<file path="src/rtl/dlx_pkg.sv">
`default_nettype none
// ============================================================================
//  Module      : dlx_pkg
//  Description : Shared DLX definitions: opcode values, control-vector bit
//                indices and instruction field positions.
//  Revision    : 1.0 - initial release
// ============================================================================
package dlx_pkg;

  // Opcodes (instruction bits [31:26])
  localparam logic [5:0] OP_NOP   = 6'd0;
  localparam logic [5:0] OP_ADD   = 6'd1;
  localparam logic [5:0] OP_LOAD  = 6'd4;
  localparam logic [5:0] OP_ADDI  = 6'd5;
  localparam logic [5:0] OP_STORE = 6'd6;
  localparam logic [5:0] OP_BNEZ  = 6'd9;
  localparam logic [5:0] OP_HALT  = 6'd10;
  localparam logic [5:0] OP_JAL   = 6'd11;
  localparam logic [5:0] OP_RET   = 6'd12;

  // Control vector bit positions: {Return,Jump,Branch,Store,Load,ALU1op,ALU2op}
  localparam int CTL_ALU2   = 0;
  localparam int CTL_ALU1   = 1;
  localparam int CTL_LOAD   = 2;
  localparam int CTL_STORE  = 3;
  localparam int CTL_BRANCH = 4;
  localparam int CTL_JUMP   = 5;
  localparam int CTL_RET    = 6;
  localparam int CTL_W      = 7;

  // Instruction field positions
  localparam int OPC_LSB  = 26;
  localparam int OPC_W    = 6;
  localparam int RS_LSB   = 21;
  localparam int RT_LSB   = 16;
  localparam int RD_LSB   = 11;
  localparam int IMM16_W  = 16;
  localparam int IMM20_W  = 20;

endpackage
`default_nettype wire

</file>
<file path="src/rtl/decode_scoreboard.sv">
`default_nettype none
// ============================================================================
//  Module      : decode_scoreboard
//  Description : Load-use pending bits, one per architectural register.
//                Set and clear ports update the bits; two combinational busy
//                lookups see the same-cycle clear already applied.
//  Ports       : i_clk, i_rst_n          clock / async active-low reset
//                i_set_en, i_set_reg     mark register pending (reg 0 ignored)
//                i_clr_en, i_clr_reg     writeback clears pending bit
//                i_rd_a/b, o_busy_a/b    busy lookups
//  Revision    : 1.0 - initial release
// ============================================================================
module decode_scoreboard #(
  parameter int NUM_REGS = 32,
  parameter int REG_W    = $clog2(NUM_REGS)
) (
  input  logic             i_clk,
  input  logic             i_rst_n,
  input  logic             i_set_en,
  input  logic [REG_W-1:0] i_set_reg,
  input  logic             i_clr_en,
  input  logic [REG_W-1:0] i_clr_reg,
  input  logic [REG_W-1:0] i_rd_a,
  input  logic [REG_W-1:0] i_rd_b,
  output logic             o_busy_a,
  output logic             o_busy_b
);

  logic [NUM_REGS-1:0] r_pend;

  generate
    for (genvar i = 0; i < NUM_REGS; i++) begin : g_bit
      // Register 0 is never tracked; set takes priority over clear.
      logic w_set;
      logic w_clr;
      assign w_set = i_set_en && (i_set_reg == REG_W'(i)) && (i != 0);
      assign w_clr = i_clr_en && (i_clr_reg == REG_W'(i));

      always_ff @(posedge i_clk or negedge i_rst_n) begin
        if (!i_rst_n) begin
          r_pend[i] <= 1'b0;
        end else if (w_set) begin
          r_pend[i] <= 1'b1;
        end else if (w_clr) begin
          r_pend[i] <= 1'b0;
        end
      end
    end
  endgenerate

  // Bypass: a writeback in this cycle already frees the register.
  assign o_busy_a = r_pend[i_rd_a] && !(i_clr_en && (i_clr_reg == i_rd_a));
  assign o_busy_b = r_pend[i_rd_b] && !(i_clr_en && (i_clr_reg == i_rd_b));

endmodule
`default_nettype wire

</file>
<file path="src/rtl/decode_stage.sv">
`default_nettype none
// ============================================================================
//  Module      : decode_stage
//  Description : Registered, handshaked DLX decode stage with load-use
//                scoreboard and HALT latch.
//  Ports       : clk_pi, rst_n_pi                clock / async active-low reset
//                in_valid_pi/in_ready_po         fetch handshake
//                instr_pi, pc_pi                 instruction and its pc
//                flush_pi                        kill output reg + halt latch
//                wb_valid_pi, wb_reg_pi          load writeback
//                out_valid_po/out_ready_pi       execute handshake
//                opCode_po..pc_po                registered decode results
//                halted_po                       HALT accepted
//  Revision    : 1.0 - initial release
// ============================================================================
module decode_stage
  import dlx_pkg::*;
#(
  parameter int NUM_REGS   = 32,
  parameter int DATA_W     = 32,
  parameter int JUMP_SHIFT = 2,
  localparam int REG_W     = $clog2(NUM_REGS)
) (
  input  logic              clk_pi,
  input  logic              rst_n_pi,
  input  logic              in_valid_pi,
  output logic              in_ready_po,
  input  logic [31:0]       instr_pi,
  input  logic [DATA_W-1:0] pc_pi,
  input  logic              flush_pi,
  input  logic              wb_valid_pi,
  input  logic [REG_W-1:0]  wb_reg_pi,
  output logic              out_valid_po,
  input  logic              out_ready_pi,
  output logic [5:0]        opCode_po,
  output logic [REG_W-1:0]  rs_po,
  output logic [REG_W-1:0]  rt_po,
  output logic [REG_W-1:0]  destReg_po,
  output logic [DATA_W-1:0] offset_po,
  output logic [CTL_W-1:0]  control_po,
  output logic              writeEnable_po,
  output logic              isHalt_po,
  output logic [DATA_W-1:0] pc_po,
  output logic              halted_po
);

  // ---------------- combinational decode ----------------
  logic [5:0]        w_op;
  logic [REG_W-1:0]  w_rs, w_rt, w_rd, w_dst;
  logic [DATA_W-1:0] w_imm16_ext, w_imm20_ext, w_off;
  logic [CTL_W-1:0]  w_ctl;
  logic              w_we, w_is_halt, w_use_rs, w_use_rt;

  assign w_op        = instr_pi[OPC_LSB +: OPC_W];
  assign w_rs        = instr_pi[RS_LSB +: REG_W];
  assign w_rt        = instr_pi[RT_LSB +: REG_W];
  assign w_rd        = instr_pi[RD_LSB +: REG_W];
  assign w_imm16_ext = {{(DATA_W-IMM16_W){instr_pi[IMM16_W-1]}}, instr_pi[IMM16_W-1:0]};
  assign w_imm20_ext = {{(DATA_W-IMM20_W){instr_pi[IMM20_W-1]}}, instr_pi[IMM20_W-1:0]};

  always_comb begin
    w_ctl     = '0;
    w_we      = 1'b0;
    w_is_halt = 1'b0;
    w_dst     = w_rt;
    w_off     = w_imm16_ext;
    w_use_rs  = 1'b0;
    w_use_rt  = 1'b0;
    case (w_op)
      OP_ADD: begin
        w_ctl[CTL_ALU2] = 1'b1;
        w_we            = 1'b1;
        w_dst           = w_rd;
        w_use_rs        = 1'b1;
        w_use_rt        = 1'b1;
      end
      OP_LOAD: begin
        w_ctl[CTL_LOAD] = 1'b1;
        w_we            = 1'b1;
        w_use_rs        = 1'b1;
      end
      OP_ADDI: begin
        w_ctl[CTL_ALU1] = 1'b1;
        w_we            = 1'b1;
        w_use_rs        = 1'b1;
      end
      OP_STORE: begin
        w_ctl[CTL_STORE] = 1'b1;
        w_use_rs         = 1'b1;
        w_use_rt         = 1'b1;
      end
      OP_BNEZ: begin
        w_ctl[CTL_BRANCH] = 1'b1;
        w_use_rs          = 1'b1;
      end
      OP_HALT: begin
        w_is_halt = 1'b1;
      end
      OP_JAL: begin
        w_ctl[CTL_JUMP] = 1'b1;
        w_we            = 1'b1;
        w_dst           = w_rs;
        w_off           = w_imm20_ext << JUMP_SHIFT;
      end
      OP_RET: begin
        w_ctl[CTL_RET] = 1'b1;
        w_use_rs       = 1'b1;
      end
      default: ;  // NOP and unknown opcodes: no control, no write
    endcase
  end

  // ---------------- scoreboard & handshake ----------------
  logic r_out_valid, r_halted;
  logic w_busy_rs, w_busy_rt, w_hazard, w_accept, w_sb_set;

  assign w_hazard    = (w_use_rs && w_busy_rs) || (w_use_rt && w_busy_rt);
  assign in_ready_po = !r_halted && !w_hazard && (!r_out_valid || out_ready_pi);
  // A flush in the same cycle swallows the transfer entirely.
  assign w_accept    = in_valid_pi && in_ready_po && !flush_pi;
  assign w_sb_set    = w_accept && (w_op == OP_LOAD) && (w_dst != '0);

  decode_scoreboard #(
    .NUM_REGS (NUM_REGS),
    .REG_W    (REG_W)
  ) u_scoreboard (
    .i_clk     (clk_pi),
    .i_rst_n   (rst_n_pi),
    .i_set_en  (w_sb_set),
    .i_set_reg (w_dst),
    .i_clr_en  (wb_valid_pi),
    .i_clr_reg (wb_reg_pi),
    .i_rd_a    (w_rs),
    .i_rd_b    (w_rt),
    .o_busy_a  (w_busy_rs),
    .o_busy_b  (w_busy_rt)
  );

  // ---------------- output register ----------------
  logic [5:0]        r_op;
  logic [REG_W-1:0]  r_rs, r_rt, r_dst;
  logic [DATA_W-1:0] r_off, r_pc;
  logic [CTL_W-1:0]  r_ctl;
  logic              r_we, r_halt;

  always_ff @(posedge clk_pi or negedge rst_n_pi) begin
    if (!rst_n_pi) begin
      r_out_valid <= 1'b0;
      r_halted    <= 1'b0;
      r_op        <= '0;
      r_rs        <= '0;
      r_rt        <= '0;
      r_dst       <= '0;
      r_off       <= '0;
      r_ctl       <= '0;
      r_we        <= 1'b0;
      r_halt      <= 1'b0;
      r_pc        <= '0;
    end else begin
      if (flush_pi) begin
        r_out_valid <= 1'b0;
      end else if (w_accept) begin
        r_out_valid <= 1'b1;
      end else if (out_ready_pi) begin
        r_out_valid <= 1'b0;
      end

      if (flush_pi) begin
        r_halted <= 1'b0;
      end else if (w_accept && w_is_halt) begin
        r_halted <= 1'b1;
      end

      if (w_accept) begin
        r_op   <= w_op;
        r_rs   <= w_rs;
        r_rt   <= w_rt;
        r_dst  <= w_dst;
        r_off  <= w_off;
        r_ctl  <= w_ctl;
        r_we   <= w_we;
        r_halt <= w_is_halt;
        r_pc   <= pc_pi;
      end
    end
  end

  assign out_valid_po   = r_out_valid;
  assign halted_po      = r_halted;
  assign opCode_po      = r_op;
  assign rs_po          = r_rs;
  assign rt_po          = r_rt;
  assign destReg_po     = r_dst;
  assign offset_po      = r_off;
  assign control_po     = r_ctl;
  assign writeEnable_po = r_we;
  assign isHalt_po      = r_halt;
  assign pc_po          = r_pc;

endmodule
`default_nettype wire

</file>
<file path="config.mk">
export PLATFORM = sky130hd
export DESIGN_NAME = decode_stage
export DESIGN_NICKNAME = d
export VERILOG_FILES = /design/src/rtl/dlx_pkg.sv /design/src/rtl/decode_scoreboard.sv /design/src/rtl/decode_stage.sv
export SDC_FILE = /design/constraint.sdc
export NUM_CORES = 1
export LEC_CHECK = 0
export CORE_MARGIN = 2
export CORE_UTILIZATION = 35
export CTS_BUF_LIST = sky130_fd_sc_hd__clkbuf_8
export DETAILED_ROUTE_END_ITERATION = 10
export GPL_TIMING_DRIVEN = 0
export SLEW_MARGIN = 20
export SYNTH_ARGS = -nofsm -noshare
export SYNTH_HDL_FRONTEND = slang
export SYNTH_SLANG_ARGS = --single-unit
export TNS_END_PERCENT = 1
</file>
<file path="constraint.sdc">
create_clock -name clk_pi -period 3.2 [get_ports clk_pi]
set_input_delay 0.48 -clock clk_pi [delete_from_list [all_inputs] [get_ports clk_pi]]
set_output_delay 0.48 -clock clk_pi [all_outputs]
set_load 0.01 [all_outputs]
</file>
==> impl_results.md, run 1 <==
* Register bit count reported by yosys at 117
* Critical Path Stages at 9
* Placement Rows at 48
* Cell at the root of the clock tree: sky130_fd_sc_hd__clkbuf_8
* Total number of nets in the final design at 754
* Horizontal die dimension at 136 µm
* Sum of buffers and inverters on the critical path at 3
* Element type at the critical path start: input pin
* 1st-pass router iterations at 5
* Max-cap check violation count at 0
* Skew final at 0.00903 ns
* Maximum number of pins on one net before global-route repair at 64
* Final critical-path required period at 3.17 ns
* Proportion of synthesized chip area in sequential cells at 48.0%
* Area of the core at 17200 µm²
* Num CTS Buffers at 17
* Count of fill cells added during filler insertion at 1553
* Placed wire-length estimate after detailed placement at 13000 µm
* Crit path max-delay family: buffers and inverters
* Hold Path Origin: offset_po[3]
* Yosys top cell by area: sky130_fd_sc_hd__dfrtp_1
* Data arrival time of the critical path at 2.69 ns
* Clock-pin slew on the worst setup and hold paths at 0.07 ns
* Clock sink count at 117
* Start of the worst register-to-register path: u_scoreboard.r_pend[1]
* Run status: complete, no violations
* Max transition margin at 40.4%
* Share of async-settable or async-resettable flops after synthesis at 100%
* Tot GR Track Use at 19.7%
* Post-detailed-route count of antenna-violating nets at 0
* Share of final-layout standard cells stronger than drive strength 1 at 25.9%
* Top fanout value on the critical path at 10
* Static leakage power at 3.54 nW
* Critical path required time at 2.72 ns
* Sum of overflow across all layers after global routing at 0
* Via count of the first global-routing pass at 5017
* Violation count after the first detailed-route iteration at 287
* Clock tree from TritonCTS: yes
* Synthesis-to-finish area growth at 40.3%
* Via count at 4799
* Final worst-path cycle share at 99.0%
* Clock network latency to the later pin of the worst-skew pair at 0.44 ns
* Vertical die dimension at 136 µm
* Longest Clk Path Bufs at 2
* Average wire per cell in the routed design at 19.2 µm
* Ys flop type: sky130_fd_sc_hd__dfrtp_1
* Count leader, synth: sky130_fd_sc_hd__dfrtp_1
* Initial standard-cell utilization of the core at 35.5%
* Number of input and output port buffers inserted at 160
* Hold Vio Cnt, Final at 0
* Total Routed Length at 17600 µm
* List of most frequent post-synthesis cells: sky130_fd_sc_hd__dfrtp_1, sky130_fd_sc_hd__o21ai_0, sky130_fd_sc_hd__mux2_4, sky130_fd_sc_hd__mux2_2, sky130_fd_sc_hd__nand2_1
* Final setup violation count at 0
* Setup repair after global routing missed its margin: yes
* Number of distinct library cell variants in the gate-level netlist after synthesis at 56
* Slew at the pin closest to its max-slew limit at 0.894 ns
* PD cells at 530 nW/µm²
* Area contributors post-synth: sky130_fd_sc_hd__dfrtp_1, sky130_fd_sc_hd__mux2_4, sky130_fd_sc_hd__mux2_2
* Worst hold path type: flip-flop to flip-flop
* Max stage delay cell, worst path: sky130_fd_sc_hd__clkdlybuf4s50_1
* Post-route DRC violation count at 0
* Highest cell delay on the worst timing path at 0.50 ns
* Number of cells on the worst reg-to-reg path at 8
* Worst setup path class: input pin to output port
* First-pass GRT wire length at 27400 µm
* Synth warn at 0
* FF-to-FF setup slack at 0.51 ns
* Area enclosed by the die boundary at 18500 µm²
* Instance count of the mapped netlist at 491
* Count of cells along the worst hold path at 1
* Syn Area/Cell at 12.4 µm²
* EDFF count, synth at 0
* Post-placement setup slack at -1.15 ns
* Worst voltage drop across the vdd grid at 0.000307 V
* Max-slew violations at 0
* Worst setup margin at 0.0335 ns
* Top achievable clock speed at 316 MHz
* Post-Syn Area at 6110 µm²
* Type of element capturing the critical path: output port
* Post-Syn Nets at 566
* Via density at 5.23
* Proportion of netlist area held by the largest area contributor at 48.0%
* CTS H-tree lvls at 4
* Ant. Diodes at 0
* Util after Layout at 49.9%
* Routability congestion estimate from global placement at 0.917
* Antenna violations before repair at 1
* Critical path startpoint: instr_pi[28]
* Crit-path cells: clkdlybuf4s50_1 -> clkbuf_1 -> nand3b_1 -> a211o_1 -> a31oi_1 -> nand4_1 -> o21ai_4 -> nor2_1 -> dlygate4sd2_1
* Number of top-level design ports at 172
path summary, 6_finish.rpt:
| kind | endpoint |
|---|---|
| setup / recovery | in_ready_po |
| hold / removal | offset_po[3] |
| setup reg to reg | pc_po[2] |
| hold reg to reg | offset_po[3] |
| max in group asynchronous | pc_po[2] |
| min in group asynchronous | pc_po[19] |
power breakdown:
| group | total [W] | switching, W | internal [W] |
|---|---|---|---|
| Combinational | 0.00124 | 0.000472 | 0.000771 |
| Sequential | 0.00180 | 0.000122 | 0.00168 |
| Clock | 0.00150 | 0.000647 | 0.000850 |
| Total | 0.00454 | 0.00124 | 0.00330 |
per-layer routing:
layer	part of all wire [%]	up-vias	track usage, %
met5	0	-	0
met2	48	200	30.1
met1	43	2378	25.8
met3	7.3	34	5.67
li1	-	2187	-
met4	2.2	0	9.14
per-stage QoR:
stage / TNS, ns / cells / hold WS [ns] / cell area, µm² / total power, W
detailed placement: -53.48 / 877 / 0.467 / 8020 / 0.00307
global placement: -374.36 / 876 / 0.490 / 7990 / 0.00305
finish: 0 / 917 / 0.508 / 8570 / 0.00454
floorplan: 0 / 491 / 0.184 / 6110 / 0.00238
global route: -0.122 / 917 / 0.487 / 8570 / 0.00478
CTS: -0.0298 / 915 / 0.473 / 8540 / 0.00460
layout by cell type, fill, tap and decap left out, drive strengths merged, types with 3 or more instances in the layout:
cell / n
clkdlybuf4s50: 157
dfrtp: 117
mux2: 88
o21ai: 67
buf: 35
clkbuf: 32
nand2: 20
nor2: 16
mux2i: 15
nand3: 13
a21oi: 11
nor2b: 10
mux4: 10
xor2: 9
inv: 8
o211ai: 7
clkinvlp: 7
o22a: 6
nand4: 4
clkinv: 4
bufinv: 4
or3b: 3
and4: 3
a221o: 3
cell families (layout without fill, tap and decap cells):
kind of cell / Yosys count / after routing / synth area share [%]
buf+inv: 49 / 250 / 5.68
simple gates: 89 / 89 / 8.07
xor+xnor: 11 / 11 / 1.58
flops: 117 / 117 / 48.0
mux: 113 / 113 / 25.5
compound gates: 112 / 112 / 11.3
worst register-to-register path: cells and delay by family (launching register included):
family                 cells  cell delay [ns]
DFF                        1             0.40
buffers and inverters      3             0.57
AOI/OAI and AO/OA          3             0.83
muxes                      2             0.79
registers in the layout, summed over array words and instances (netlist names):
signal and flops:
rt_po 5, control_po 7, rs_po 5, isHalt_po 1, opCode_po 6, writeEnable_po 1
u_scoreboard.r_pend 31, offset_po 22, destReg_po 5, halted_po 1, pc_po 32, out_valid_po 1
repair_timing:
item                       4_1_cts  5_1_grt
gates resized for setup         13        2
pin swaps                        4        1
hold buffers                     1        0
setup endpoints to repair       31       36
hold endpoints to repair        51        0
buffers inserted                 5        2
area by class of cell:
cell class / instances / area (µm²) / area share [%]
Clock buffer: 17 / 234 / 2.73
Sequential cell: 117 / 2930 / 34.2
Buffer: 41 / 328 / 3.83
Multi-Input combinational cell: 325 / 2870 / 33.5
Clock inverter: 15 / 208 / 2.42
Timing Repair Buffer: 169 / 1690 / 19.7
Tap cell: 225 / 282 / 3.29
Inverter: 8 / 30.0 / 0.350
(Power assumes the default switching activity.)
==> run 2: changes to the inputs <==
--- a/config.mk
+++ b/config.mk
@@ -7,7 +7,7 @@
 export LEC_CHECK = 0
 export CORE_MARGIN = 2
 export CORE_UTILIZATION = 35
-export CTS_BUF_LIST = sky130_fd_sc_hd__clkbuf_8
+export CTS_BUF_LIST = sky130_fd_sc_hd__clkbuf_4
 export DETAILED_ROUTE_END_ITERATION = 10
 export GPL_TIMING_DRIVEN = 0
 export SLEW_MARGIN = 20
==> run 2 against run 1 <==
Critical path depth stayed put; critical endpoint unchanged; design area is 1.3% lower; die area stayed put; critical path type unchanged; utilization is 0.67 points lower; largest power group unchanged; global-route usage is 0.12 points lower; via count stayed put; non-clock buffer count is 1 lower.
==> impl_results.md, run 2 (synthesis gave the netlist of run 1 again) <==
* Synthesis-to-finish area growth at 38.4% (was 40.3%)
* First-pass GRT wire length at 27300 µm (was 27400 µm)
* Number of input and output port buffers inserted at 160 (unchanged)
* Total number of nets in the final design at 753 (was 754)
* Placed wire-length estimate after detailed placement at 13000 µm (unchanged)
* Routability congestion estimate from global placement at 0.917 (unchanged)
* Via density at 5.23 (unchanged)
* Longest Clk Path Bufs at 2 (unchanged)
* Combined area of the multi-input logic cells at 2870 µm² (about the same)
* Post-route total power at 0.00429 W (was 0.00454 W)
* Worst voltage drop across the vdd grid at 0.000237 V (was 0.000307 V)
* Top fanout value on the critical path at 10 (unchanged)
* Max-cap check violation count at 0 (unchanged)
* Skew final at 0.0191 ns (was 0.00903 ns)
* Setup repair after global routing missed its margin: yes (unchanged)
* Share of final-layout standard cells stronger than drive strength 1 at 25.6% (was 25.9%)
* Via count of the first global-routing pass at 4991 (was 5017)
* Total placed cells including tap cells at 877 (unchanged)
* Static leakage power at 3.49 nW (was 3.54 nW)
* Horizontal die dimension at 136 µm (unchanged)
* Minimum hold slack at 0.390 ns (was 0.508 ns)
* Hold Vio Cnt, Final at 0 (unchanged)
* Initial standard-cell utilization of the core at 35.5% (unchanged)
* Final critical-path required period at 3.13 ns (was 3.17 ns)
* Sum of overflow across all layers after global routing at 0 (unchanged)
* PD cells at 507 nW/µm² (was 530 nW/µm²)
* Slew at the pin closest to its max-slew limit at 0.896 ns (was 0.894 ns)
* Final Non-Filler Cells at 917 (unchanged)
* Total Routed Length at 17600 µm (about the same)
* CTS H-tree lvls at 4 (unchanged)
* Post-route DRC violation count at 0 (unchanged)
* Post-detailed-route count of antenna-violating nets at 0 (unchanged)
* Max transition margin at 40.3% (was 40.4%)
* Commonest non-fill, non-tap cell in the layout: sky130_fd_sc_hd__clkdlybuf4s50_1 (unchanged)
* Final setup violation count at 0 (unchanged)
* Critical path required time at 2.72 ns (about the same)
* Worst setup path class: input pin to output port (unchanged)
* Num CTS Buffers at 17 (unchanged)
* Final worst-path cycle share at 98.0% (was 99.0%)
* Top achievable clock speed at 319 MHz (was 316 MHz)
* Clock tree from TritonCTS: yes (unchanged)
* Leading cell types in the layout, fill and taps excluded: sky130_fd_sc_hd__clkdlybuf4s50_1, sky130_fd_sc_hd__dfrtp_1, sky130_fd_sc_hd__o21ai_0 (unchanged)
* Clock-pin slew on the worst setup and hold paths at 0.12 ns (was 0.07 ns)
* Register Area at 2930 µm² (unchanged)
* Maximum number of pins on one net before global-route repair at 64 (unchanged)
* Number of flip-flops in the largest register at 32 (unchanged)
* 1st-pass router iterations at 4 (was 5)
* Final instance area at 8450 µm² (was 8570 µm²)
* Data arrival time of the critical path at 2.65 ns (was 2.69 ns)
* Average wire per cell in the routed design at 19.2 µm (about the same)
* Tot GR Track Use at 19.6% (was 19.7%)
* Clock sink count at 117 (unchanged)
* Type of element capturing the critical path: output port (unchanged)
* Area of the core at 17200 µm² (unchanged)
* Via count at 4799 (unchanged)
* Run status: complete, no violations (unchanged)
* Max-slew violations at 0 (unchanged)
* Worst hold path type: input pin to flip-flop (was flip-flop to flip-flop)
* Cell at the root of the clock tree: sky130_fd_sc_hd__clkbuf_4 (was sky130_fd_sc_hd__clkbuf_8)
* Placement Rows at 48 (unchanged)
* Number of top-level design ports at 172 (unchanged)
* Area enclosed by the die boundary at 18500 µm² (unchanged)
* Violation count after the first detailed-route iteration at 317 (was 287)
* Instance area after placement at 8020 µm² (unchanged)
* Element type at the critical path start: input pin (unchanged)
* Count of fill cells added during filler insertion at 1567 (was 1553)
* Antenna violations before repair at 2 (was 1)
* Clock network latency to the later pin of the worst-skew pair at 0.56 ns (was 0.44 ns)
* Vertical die dimension at 136 µm (unchanged)
## run 2: cell count changes in the layout (fill, tap and decap cells not counted), sizes merged
cell	previous run	this run
buf	35	34
clkdlybuf4s15	0	1
diode	0	1
dlygate4sd2	2	0
dlymetal6s2s	0	1
## run 2: worst paths after layout
path / from / endpoint / slack [ns] / cells past startpoint
worst min-delay path: instr_pi[22] / rs_po[1] / 0.39 / 3
worst min register to register: pc_po[23] / pc_po[23] / 0.52 / 1
worst max-delay path: instr_pi[23] / in_ready_po / 0.07 / 9
max in group asynchronous: rst_n_pi / control_po[3] / 2.07 / 3
worst max register to register: u_scoreboard.r_pend[5] / pc_po[2] / 0.51 / 8
min in group asynchronous: rst_n_pi / pc_po[19] / 0.43 / 2
## run 2: metrics by stage
step / TNS, ns / setup WS (ns) / util [%]
5_1_grt: -0.0756 / -0.0662 / 49.2
3_5_place_dp: -53.48 / -1.15 / 46.7
3_3_place_gp: -374.36 / -2.83 / 46.5
6_report: 0 / 0.0651 / 49.2
2_1_floorplan: 0 / 0.384 / -
4_1_cts: 0 / 0.00717 / 49.0
## run 2: what timing repair did
item                                   4_1_cts  5_1_grt
hold buffers                                 1        0
setup endpoints to repair                    1       37
setup buffers                                4        2
pin swaps                                    4        1
gates resized for setup                      9        3
endpoints found under the hold margin       54        0
## run 2: worst max-delay path, stage by stage
cell	delay, ns
sky130_fd_sc_hd__clkbuf_1	0.49
sky130_fd_sc_hd__mux2i_1	0.16
sky130_fd_sc_hd__a211oi_1	0.40
sky130_fd_sc_hd__a2111oi_4	0.10
sky130_fd_sc_hd__a311o_1	0.38
sky130_fd_sc_hd__buf_6	0.16
sky130_fd_sc_hd__o21ai_4	0.17
sky130_fd_sc_hd__nor2_1	0.06
sky130_fd_sc_hd__clkdlybuf4s15_2	0.24
## run 2: final cells by class
class	count	area share, %
clock inverter	15	2.46
multi-input combinational	325	34.0
inverter	8	0.355
timing repair buffer	168	20.0
sequential	117	34.6
clock buffer	17	1.51
tap	225	3.33
antenna	1	0.0296
buffer	41	3.74
## run 2: where the power goes
group	total (W)	switching, W	leakage (nW)	internal [W]
sequential	0.00180	0.000122	1.46	0.00168
combinational	0.00124	0.000470	1.88	0.000771
clock	0.00125	0.000628	0.152	0.000621
## run 2: layer usage
layer	global-route usage, %	wire [µm]	up-vias
li1	-	-	2190
met1	25.6	7520	2377
met2	29.7	8380	202
met3	5.74	1220	30
met4	9.49	474	0
met5	0	0	-
==> patch 1, RTL diff (settings of run 2) <==
`NUM_REGS` is set to 32 in 2 places; all go to 64.
--- a/src/rtl/decode_scoreboard.sv
+++ b/src/rtl/decode_scoreboard.sv
@@ -11,7 +11,7 @@
 //  Revision    : 1.0 - initial release
 // ============================================================================
 module decode_scoreboard #(
-  parameter int NUM_REGS = 32,
+  parameter int NUM_REGS = 64,
   parameter int REG_W    = $clog2(NUM_REGS)
 ) (
   input  logic             i_clk,
--- a/src/rtl/decode_stage.sv
+++ b/src/rtl/decode_stage.sv
@@ -16,7 +16,7 @@
 module decode_stage
   import dlx_pkg::*;
 #(
-  parameter int NUM_REGS   = 32,
+  parameter int NUM_REGS   = 64,
   parameter int DATA_W     = 32,
   parameter int JUMP_SHIFT = 2,
   localparam int REG_W     = $clog2(NUM_REGS)
Interface: changed (resized destReg_po, rs_po, rt_po and wb_reg_pi); port bits go from 172 to 176. No check against the original RTL was run, so the function may have changed too.
==> patch 1 against run 2 <==
Cell area up 23%; sequential cell count up 33; total power up 13%; combinational power up 9%; clock skew up 0.0057 ns; critical path depth up 3; routed wire length up 43%; area after synthesis up 30%; first-iteration DRC count up 68%; via count up 32%; setup slack better by 0.012 ns; cell count up 25%; largest cell class is now multi-input gates; highest routed layer unchanged.
==> patch 1: results (changes against run 2) <==
Run status
  • Status: complete, no violations

Routing
  • Vias/cell: 5.522 (+5.5%)
  • Iter 0 DRT Violations: 532 (+68%)
  • Via Count: 6339 (+32%)
  • Drt pass-1 iters: 5 (+1)
  • WL final: 25.09 mm (+43%)

Global routing
  • Met1 Usage GRT: 27.72% (+2.2 points)
  • Initial antenna violation count: 2 (unchanged)
  • GRT Overall Usage: 21.17% (+1.6 points)
  • Met3 GRT Util: 5.296% (-0.45 points)
  • First-pass GRT wire length: 38.09 mm (+40%)
  • Global routing usage on met2: 33.65% (+3.9 points)
  • Pin count of the biggest net entering global routing: 81 (+27%)

Place
  • I/O Buffers: 166 (+3.8%)
  • DP Area: 0.009982 mm^2 (+25%)
  • GP Congestion: 0.9461 (+3.2%)
  • Post-DP HPWL: 18.36 mm (+41%)
  • Inst Count DP: 1113 (+27%)
  • Dpl ws: -1.289 ns (-0.1355 ns)

STA
  • Relative slew slack: 41.42% (+1.1 points)
  • Worst Skew: 0.02482 ns (+0.005718 ns)

Clock network
  • Number of CTS-inserted buffers: 17 (unchanged)
  • Worst-Skew Late Latency: ~0.57 ns
  • Worst-path clk slew: 0.14 ns (+0.02 ns)
  • Setup Fix Bufs, Post-CTS: 0 (-4)
  • H-tree Lvls: 4 (unchanged)
  • Clock Tree Buf Depth: 2 (unchanged)

Synth
  • YS warnings: 0 (unchanged)
  • Main area contributors after synthesis: dfrtp_1, mux2_2, mux4_2, o31ai_1, mux2_4
  • Post-Syn Instances: 661 (+35%)
  • Mapped Nets: 737 (+30%)
  • Sequential area share after synthesis: 47.33% (-0.62 points)
  • Synth cell count leaders: dfrtp_1, mux2_2, o21ai_0
  • Ys async rst share: 100.0% (unchanged)
  • Cell variety after synth: 47 (-16%)
  • Synth Area in Compound Gates: 13.16% (+1.9 points)
  • Synth Area in XOR/XNOR: 1.325% (-0.25 points)
  • Mux contribution to synthesized area: 25.26% (-0.19 points)

Critical path
  • Crit-path max FO: 10 (unchanged)
  • Critical Path AT: 3.58 ns (+0.93 ns)
  • FF-to-FF path depth: 9 (+1)

Final layout
  • Layout Nets: 924 (+23%)
  • Largest Register: u_scoreboard.r_pend
  • Ratio of cells with drive above 1 in the final layout: 24.62% (-0.99 points)
  • Max reg flops: 63 (+97%)

Pwr
  • Sequential share of power: 45.5% (+3.6 points)
  • Sw frac: 29.31% (+0.84 points)
  • Max VDD drop: 0.1917 mV (-19%)
  • Pwr Density: 468.9 mW/mm^2 (-7.6%)
  • Combinational Power Share: 27.7% (-1.2 points)
  • Leak pwr: 4.292 nW (+23%)

Worst hold path
  • Worst min-delay path category: in2async
==> patch 1: logic make-up after synthesis <==
group	Yosys count
buf+inv	75
simple gates	120
compound gates	160
flops	150
mux	144
xor+xnor	12
==> patch 1: critical path: stages <==
cell,delay (ns)
clkdlybuf4s50_1,0.53
buf_8,0.19
buf_4,0.21
mux4_2,0.33
mux2i_2,0.25
nand4_1,0.15
o2111ai_2,0.13
or4b_1,0.44
buf_2,0.19
buf_6,0.17
buf_6,0.17
mux2_4,0.31
==> patch 1: cell type report <==
class	instances	area [um^2]
antenna	2	5.005
tap	285	356.6
timing repair buffer	168	1700
sequential	150	3754
clock buffer	17	127.6
inverter	13	48.80
buffer	62	371.6
multi-input combinational	436	3834
fill	2080	12060
clock inverter	15	178.9
==> patch 1: repair_timing <==
item / in CTS / in global routing
resized for setup: 20 / 9
hold buffers: 1 / 0
gates cloned: 0 / 0
setup endpoints to repair: 151 / 64
hold endpoints to repair: 70 / 0
==> patch 1: routing by layer <==
layer	part of all wire, %	vias up	routed length (um)
met1	43	3094	10730
met3	7.6	56	1905
met4	3.1	0	768
met2	47	339	11690
met5	0	-	0
li1	-	2850	-
==> patch 1: final timing paths <==
| check | from | to | slack, ns |
|---|---|---|---|
| max | instr_pi[18] | pc_po[27]$_DFFE_PN0P_ | 0.08 |
| min | rst_n_pi | pc_po[24]$_DFFE_PN0P_ | 0.46 |
| max reg2reg | u_scoreboard.r_pend[18]$_DFFE_PN0P_ | pc_po[27]$_DFFE_PN0P_ | 0.15 |
| min reg2reg | control_po[5]$_DFFE_PN0P_ | control_po[5]$_DFFE_PN0P_ | 0.52 |
| max in group asynchronous | rst_n_pi | u_scoreboard.r_pend[40]$_DFFE_PN0P_ | 1.93 |
| min in group clk_pi | instr_pi[20] | rt_po[4]$_DFFE_PN0P_ | 0.51 |
==> patch 2, RTL diff (settings of run 2) <==
Made on the original files. Reset style: synchronous (`i_rst_n` and `rst_n_pi`), changed in 2 clocked blocks. Comments in the files are not updated.
--- a/src/rtl/decode_scoreboard.sv
+++ b/src/rtl/decode_scoreboard.sv
@@ -36,7 +36,7 @@
       assign w_set = i_set_en && (i_set_reg == REG_W'(i)) && (i != 0);
       assign w_clr = i_clr_en && (i_clr_reg == REG_W'(i));
 
-      always_ff @(posedge i_clk or negedge i_rst_n) begin
+      always_ff @(posedge i_clk) begin
         if (!i_rst_n) begin
           r_pend[i] <= 1'b0;
         end else if (w_set) begin
--- a/src/rtl/decode_stage.sv
+++ b/src/rtl/decode_stage.sv
@@ -143,7 +143,7 @@
   logic [CTL_W-1:0]  r_ctl;
   logic              r_we, r_halt;
 
-  always_ff @(posedge clk_pi or negedge rst_n_pi) begin
+  always_ff @(posedge clk_pi) begin
     if (!rst_n_pi) begin
       r_out_valid <= 1'b0;
       r_halted    <= 1'b0;
Formal check against the unedited RTL: differs if rst_n_pi is asserted again (counterexample within 4 cycles, from zero or initial values and one cycle with rst_n_pi low); with rst_n_pi held inactive, the same outputs for 4 cycles.
==> patch 2 against run 2 <==
Fmax rose by 1.9%; count of clock-buffer cells in the layout did not move; sequential cell count did not move; area after synthesis fell by 1.6%; cell area fell by 3.3%; routed wire length rose by 14%; setup slack improved by 0.059 ns; global-route usage rose by 2.7 points.
Power is not compared: it rests on default switching activity, and its combinational part moved more than twofold at a synthesized area within 25%.
==> patch 2: results (changes against run 2) <==
Critical path
  • R2R setup slack: 0.57 ns (+0.06 ns)
  • Reg2reg end: u_scoreboard.r_pend[27]$_SDFFE_PN0P_
  • Critical Path End: in_ready_po
  • Critical Path AT: 2.60 ns (-0.05 ns)
  • R2R Path Start: u_scoreboard.r_pend[15]$_SDFFE_PN0P_

Synth
  • Cell variety after synth: 51 (-8.9%)
  • Main area contributors after synthesis: dfxtp_1, mux2i_1, nand2_1, o211ai_1, mux2_2
  • Post-synth EDFFs: 0 (unchanged)
  • Sequential area share after synthesis: 38.98% (-9.0 points)
  • Post-Syn Instances: 669 (+36%)
  • Ys async rst share: 0% (-100 points)
  • Synth cell count leaders: nand2_1, dfxtp_1, mux2i_1
  • Most used DFF post-synth: dfxtp_1
  • Mapped Nets: 744 (+31%)
  • YS warnings: 0 (unchanged)

Final layout
  • Ratio of cells with drive above 1 in the final layout: 11.61% (-14 points)
  • Layout Nets: 923 (+23%)
  • Max reg flops: 32 (unchanged)
  • # diodes: 0 (-1)

Place
  • DP Area: 0.007885 mm^2 (-1.7%)
  • Inst Count DP: 1049 (+20%)
  • I/O Buffers: 160 (unchanged)
  • GP Congestion: 0.9463 (+3.2%)
  • Post-DP HPWL: 15.37 mm (+18%)

Routing
  • Iter 0 DRT Violations: 354 (+12%)
  • Met1 Routed Length: 8.939 mm (+19%)
  • Drt pass-1 iters: 5 (+1)
  • Routed wl met2: 9.305 mm (+11%)
  • DR WL/cell: 18.59 um (-3.1%)
  • Uppermost layer routed: met4
  • Vias/cell: 5.278 (+0.86%)
  • Met3 wire length: 1.566 mm (+28%)
  • WL final: 20.10 mm (+14%)

Pwr
  • Max VDD drop: ~0.21 mV
  • Leak pwr: 3.359 nW

Clock network
  • Number of CTS-inserted buffers: 17 (unchanged)
  • Root Buffer: clkbuf_4
  • Setup Fix Bufs, Post-CTS: 0 (-4)
  • Clock Tree Buf Depth: 2 (unchanged)
  • Worst-path clk slew: 0.12 ns (about the same)
  • H-tree Lvls: 4 (unchanged)

Global routing
  • GRT Overall Usage: 22.29% (+2.7 points)
  • Initial antenna violation count: 0 (-2)
  • Pin count of the biggest net entering global routing: 17 (-73%)
  • Vias in the first global route: 5686 (+14%)
  • First-pass GRT wire length: 31.28 mm (+15%)

Die
  • Die W: 135.0 um (-0.78%)

STA
  • Relative slew slack: 57.02% (+17 points)
  • Worst Skew: 0.02004 ns (+0.0009466 ns)

Run status
  • Status: complete, no violations
## patch 2: per-stage QoR
| stage | setup WS [ns] | util [%] |
|---|---|---|
| after global routing | 0.002138 | 48.97 |
| after detailed placement | -1.102 | 47.21 |
| after CTS | 0.09661 | 48.93 |
| final | 0.1238 | 48.97 |
| after global placement | -1.031 | 47.21 |
| after floorplan | 0.4875 | - |
## patch 2: where the power goes
| part | leakage, nW | internal, mW | switching (mW) |
|---|---|---|---|
| clock | 0.142 | 0.388 | 0.625 |
| combinational | 2.27 | 0.298 | 0.300 |
| sequential | 0.952 | 1.51 | 0.0307 |
## patch 2: worst min path at each step
stage | to | from | slack, ns | depth (start not counted)
final | opCode_po[2]$_SDFFE_PN0P_ | instr_pi[28] | 0.31 | 3
after floorplan | u_scoreboard.r_pend[7]$_SDFFE_PN0P_ | u_scoreboard.r_pend[7]$_SDFFE_PN0P_ | 0.48 | 2
after global placement | pc_po[22]$_SDFFE_PN0P_ | pc_po[22]$_SDFFE_PN0P_ | 0.44 | 2
after CTS | opCode_po[2]$_SDFFE_PN0P_ | instr_pi[28] | 0.28 | 3
after global routing | opCode_po[2]$_SDFFE_PN0P_ | instr_pi[28] | 0.31 | 3
after detailed placement | offset_po[2]$_SDFFE_PN0P_ | offset_po[2]$_SDFFE_PN0P_ | 0.45 | 2
## patch 2: layout make-up
| type | count | area, um^2 |
|---|---|---|
| Tap cell | 220 | 275.3 |
| Inverter | 5 | 18.77 |
| Sequential cell | 117 | 2342 |
| Buffer | 68 | 374.1 |
| Clock buffer | 17 | 127.6 |
| Timing Repair Buffer | 160 | 1593 |
| Multi-Input combinational cell | 479 | 3316 |
| Fill cell | 1613 | 8523 |
| Clock inverter | 15 | 131.4 |
## patch 2: cells by family (layout without fill, tap and decap cells)
group | after synthesis | count (layout) | share of synthesized area, %
compound gates | 98 | 98 | 12.33
xor+xnor | 10 | 10 | 1.458
buf+inv | 73 | 265 | 6.227
flops | 117 | 117 | 38.98
mux | 120 | 120 | 22.28
simple gates | 251 | 251 | 18.72
## patch 2: critical path, cell delays in order
cell	delay [ns]
dlygate4sd2_1	0.41
clkbuf_8	0.27
mux4_2	0.33
a22oi_1	0.19
o41ai_1	0.13
o31ai_2	0.35
nor4b_2	0.27
buf_2	0.17
## patch 2: metal layers
metal / vias to the layer above / track usage, %
met3: 24 / 6.231
met2: 239 / 35.73
met5: - / 0
met1: 2724 / 29.09
met4: 0 / 7.234
li1: 2719 / -
## patch 2: timing repair
| action | in CTS | in global routing |
|---|---|---|
| pin swaps | 2 | 0 |
| gates resized for setup | 18 | 2 |
| setup endpoints to repair | 57 | 8 |
| gates cloned | 0 | 0 |
| endpoints found under the hold margin | 0 | 0 |
